[src/rtl/serial_alu_pkg.sv]
// Shared encodings for the bit-serial adder/subtractor: FSM state and operation select.
package serial_alu_pkg;

  typedef enum logic [1:0] {
    ST_IDLE = 2'd0,
    ST_RUN  = 2'd1,
    ST_DONE = 2'd2
  } state_t;

  localparam logic OP_ADD = 1'b0;
  localparam logic OP_SUB = 1'b1;

endpackage

[src/rtl/serial_add_sub_fa_cell.sv]
// Single combinational full-adder cell; the whole serial datapath reuses this one bit slice.
module fa_cell (
  input  logic x,
  input  logic y,
  input  logic ci,
  output logic s,
  output logic co
);

  assign s  = x ^ y ^ ci;
  assign co = (x & y) | (x & ci) | (y & ci);

endmodule

[src/rtl/serial_add_sub.sv]
// Bit-serial WIDTH-bit adder/subtractor: one full-adder cell plus a carry flop, LSB first,
// with valid/ready handshakes on operands and on the result.
module serial_add_sub
  import serial_alu_pkg::*;
#(
  parameter int WIDTH = 8
) (
  input  logic             clk,
  input  logic             rst_n,
  input  logic             in_valid,
  output logic             in_ready,
  input  logic [WIDTH-1:0] a,
  input  logic [WIDTH-1:0] b,
  input  logic             sub,
  output logic             out_valid,
  input  logic             out_ready,
  output logic [WIDTH-1:0] result,
  output logic             cout,
  output logic             ovf
);

  localparam int CW = $clog2(WIDTH) + 1;
  localparam logic [CW-1:0] LAST_CNT = CW'(WIDTH - 1);

  state_t           state_r;
  state_t           state_nxt_s;
  logic [WIDTH-1:0] a_sh_r;
  logic [WIDTH-1:0] b_sh_r;
  logic             carry_r;
  logic [CW-1:0]    cnt_r;
  logic [WIDTH-1:0] result_r;
  logic             cout_r;
  logic             ovf_r;
  logic             out_valid_r;
  logic             accept_s;
  logic             last_s;
  logic             sum_s;
  logic             co_s;

  assign in_ready  = (state_r == ST_IDLE);
  assign accept_s  = in_valid && in_ready;
  assign last_s    = (cnt_r == LAST_CNT);
  assign out_valid = out_valid_r;
  assign result    = result_r;
  assign cout      = cout_r;
  assign ovf       = ovf_r;

  fa_cell u_fa (
    .x  (a_sh_r[0]),
    .y  (b_sh_r[0]),
    .ci (carry_r),
    .s  (sum_s),
    .co (co_s)
  );

  // Next-state decode for the IDLE -> RUN -> DONE sequence.
  always_comb begin
    state_nxt_s = state_r;
    case (state_r)
      ST_IDLE: begin
        if (in_valid) begin
          state_nxt_s = ST_RUN;
        end else begin
          state_nxt_s = ST_IDLE;
        end
      end
      ST_RUN: begin
        if (last_s) begin
          state_nxt_s = ST_DONE;
        end else begin
          state_nxt_s = ST_RUN;
        end
      end
      ST_DONE: begin
        if (out_ready) begin
          state_nxt_s = ST_IDLE;
        end else begin
          state_nxt_s = ST_DONE;
        end
      end
      default: state_nxt_s = ST_IDLE;
    endcase
  end

  // State register; out_valid is registered from the next-state so it is high exactly in DONE.
  always_ff @(posedge clk) begin
    if (!rst_n) begin
      state_r     <= ST_IDLE;
      out_valid_r <= 1'b0;
    end else begin
      state_r     <= state_nxt_s;
      out_valid_r <= (state_nxt_s == ST_DONE);
    end
  end

  // Operand shifters, carry flop, bit counter and result/flag capture.
  always_ff @(posedge clk) begin
    if (!rst_n) begin
      a_sh_r   <= '0;
      b_sh_r   <= '0;
      carry_r  <= 1'b0;
      cnt_r    <= '0;
      result_r <= '0;
      cout_r   <= 1'b0;
      ovf_r    <= 1'b0;
    end else begin
      case (state_r)
        ST_IDLE: begin
          if (accept_s) begin
            // Subtraction is A + ~B + 1: invert B here and seed the carry with sub.
            a_sh_r   <= a;
            b_sh_r   <= (sub == OP_SUB) ? ~b : b;
            carry_r  <= sub;
            cnt_r    <= '0;
            result_r <= '0;
            cout_r   <= 1'b0;
            ovf_r    <= 1'b0;
          end else begin
            a_sh_r <= a_sh_r;
          end
        end
        ST_RUN: begin
          a_sh_r   <= {1'b0, a_sh_r[WIDTH-1:1]};
          b_sh_r   <= {1'b0, b_sh_r[WIDTH-1:1]};
          result_r <= {sum_s, result_r[WIDTH-1:1]};
          carry_r  <= co_s;
          cnt_r    <= cnt_r + CW'(1);
          if (last_s) begin
            // carry_r here is the carry into the MSB.
            cout_r <= co_s;
            ovf_r  <= carry_r ^ co_s;
          end else begin
            cout_r <= cout_r;
          end
        end
        ST_DONE: begin
          result_r <= result_r;
        end
        default: begin
          result_r <= result_r;
        end
      endcase
    end
  end

endmodule
[config.mk]
export PLATFORM = sky130hd
export DESIGN_NAME = serial_add_sub
export DESIGN_NICKNAME = d
export VERILOG_FILES = /design/src/rtl/serial_alu_pkg.sv /design/src/rtl/serial_add_sub_fa_cell.sv /design/src/rtl/serial_add_sub.sv
export SDC_FILE = /design/constraint.sdc
export NUM_CORES = 1
export LEC_CHECK = 0
export CORE_UTILIZATION = 49
export CTS_CLUSTER_SIZE = 10
export DETAILED_ROUTE_END_ITERATION = 10
export PLACE_DENSITY = 0.79
export SYNTH_ARGS = -nofsm -noshare
export SYNTH_HDL_FRONTEND = slang
export SYNTH_HIERARCHICAL = 1
export SYNTH_SLANG_ARGS = --single-unit
[constraint.sdc]
create_clock -name clk -period 1.4 [get_ports clk]
set_input_delay 0.35 -clock clk [delete_from_list [all_inputs] [get_ports clk]]
set_output_delay 0.35 -clock clk [all_outputs]
set_load 0.005 [all_outputs]
==> reports/metrics.cfg <==
[layout]
ff_latch_area_um2=701
final_common_cell=nor2_1
multi_input_area_um2=729
fin_cells=240
mostFrequentLayoutCells=nor2_1 (35), dfxtp_1 (22), buf_4 (22)
layout-drive-gt1-share_pct=29.2
fillers=174
antenna_cells=0
fin_nets=231
area_delta_synth_final_pct=49.2

[die]
die_h_um=56.6
rows=19
dieArea_mm2=0.00320
fp.dieW_um=56.6
initial_utilization_pct=52.5
core_area_mm2=0.00278
top_level_ports=33

[detailed_routing]
vias=1380
drt_iter0_drc=75
wl_per_cell_um=15.7
finalWirelength_um=3760
via_per_inst=5.75
drc=0
ant_nets=0
drt-pass1-iter-count=4

[grt]
busiest_layer=met2
grt.overflow.total=0
grt_first_pass_wirelength_um=5800
use_met1_pct=27.3
antenna_found_initial=0
grt_pass1_vias=1355
grt_max_degree=18
grt_use_met3_pct=5.99
grt_usage_pct=23.2
met2_usage_pct=39.8

[synth]
yosysWarnings=6
ys.flop_type=dfxtp_1
synth.distinct_cells=35
syn_avg_cell_area_um2=9.54
synth_edf_count=0
synth-seq-cells=34
syn-cell-area_mm2=0.00146
synth_nets=176
ys_seq_area_share_pct=46.7
syn_inst=153
synthArstFlopShare_pct=0

[critical_path]
critPathArrivalTime_ns=1.63
path_class=reg2reg
worstPathRequired_ns=1.64
crit_path_end_kind=flip-flop
worstSetupStartpointType=flip-flop
path_max_fanout=8

[timing]
hold_viol=0
max_freq_mhz=719
fin_setup_tns_ns=0
setup_viol=0
rsz0062_at_grt=true
max_slew_margin_pct=81.7
fin_crit_ns=1.39
fin_ws_ns=0.00824
skew_ns=0.0148
worst_slew_pin_slew_ns=0.275
fin_crit_sh_pct=99.4
drv_slew=0

[cts]
worstSkewPairLatency_ns=0.35
clock-sinks=34
cts_hold_buf=0
tritoncts=done
htreeDepth=2
cts.path.max_buffers=2
clk_pin_slew_ns=0.12
cts_root_buffer=clkbuf_4
cts_buffers=5

[pwr]
power_switching_uw=567
ir_drop_uv=1240
clock_power_share_pct=39.5
swShare_pct=24.1
seqPwrFrac_pct=44.4
leakage_nw=0.930
power.internal_mw=1.78
power_density_mw_per_mm2=1080
p_comb_share_pct=16.1

[place]
portBuffers=32
place_congestion=0.738
post-place-ws_ns=-0.418
placed_cells=220
dpl.hpwl_um=2320

[run_status]
outcome=finished, final reports clean

[flow_run]
max_cap_violations=0

[worst_hold_path]
hold_class=reg2reg

power by group through the flow:
stage,clock (mW),combinational [mW],sequential (mW)
after detailed placement,0,0.315,1.07
final,0.928,0.378,1.04
after global routing,0.979,0.407,1.05
after global placement,0,0.304,1.07
after CTS,0.927,0.322,1.04
after floorplan,0,0.174,1.06
cells by family after synthesis:
logic type,share of synthesized area (%)
AOI/OAI and AO/OA,21.7
muxes,0.686
buffers and inverters,5.57
and+or+nand+nor,17.8
DFF,46.7
xor gates and xnor gates,5.40
adders and majority gates,2.23
state kept, by name, summed over array words and instances, names as in the netlist:
| name | cells |
|---|---|
| ovf | 1 |
| a_sh_r | 8 |
| b_sh_r | 8 |
| state_r | 2 |
| carry_r | 1 |
| out_valid | 1 |
| cout | 1 |
| cnt_r | 4 |
| result | 8 |
repair_timing:
item / CTS / global route
gates cloned: 0 / 2
pin swaps: 0 / 4
hold endpoints to repair: 0 / 0
resized for setup: 26 / 13
setup buffers: 8 / 2
endpoints found under the setup margin: 21 / 25
cell type report:
class	instances	area share, %
multi-input combinational	105	33.5
sequential	34	32.2
timing repair buffer	61	27.5
clock inverter	3	3.16
tap	31	1.78
clock buffer	5	1.72
inverter	1	0.172
layer usage:
layer	part of all wire, %	vias up
li1	-	663
met1	41	654
met2	51	55
met3	6.1	8
met4	1.6	0
met5	0	-
critical path, cell delays in order (launching register included):
cell      delay, ns
dfxtp_4        0.36
buf_4          0.16
or3b_4         0.47
o221ai_1       0.20
nor2_1         0.08
through the flow:
stage	util, %	total power, mW	cell area [um^2]	hold WS (ns)
floorplan	-	1.23	1460	0.441
global placement	68.1	1.37	1890	0.448
detailed placement	68.1	1.38	1890	0.468
CTS	74.2	2.29	2060	0.493
global route	78.3	2.44	2180	0.521
finish	78.3	2.35	2180	0.497
synth_stat cells, types with 2 or more instances:
| cell type | instances | area share (%) |
|---|---|---|
| nor2_1 | 35 | 9.0 |
| dfxtp_1 | 34 | 47 |
| a22oi_1 | 11 | 5.7 |
| xor2_1 | 9 | 5.4 |
| a222oi_1 | 7 | 4.8 |
| o221ai_1 | 7 | 4.2 |
| a21oi_1 | 6 | 2.1 |
| buf_2 | 5 | 1.7 |
| clkbuf_1 | 4 | 1.0 |
| nand2_1 | 4 | 1.0 |
| nand3_1 | 4 | 1.4 |
| buf_4 | 2 | 1.0 |
| buf_6 | 2 | 1.5 |
| nor2b_1 | 2 | 0.86 |
final timing paths:
kind,end,start,slack [ns],depth (start not counted)
max,a_sh_r[0],state_r[1],0.008,4
min,cout,cout,0.50,2
max reg2reg,a_sh_r[0],state_r[1],0.008,4
min reg2reg,cout,cout,0.50,2
(Power assumes the default switching activity.)
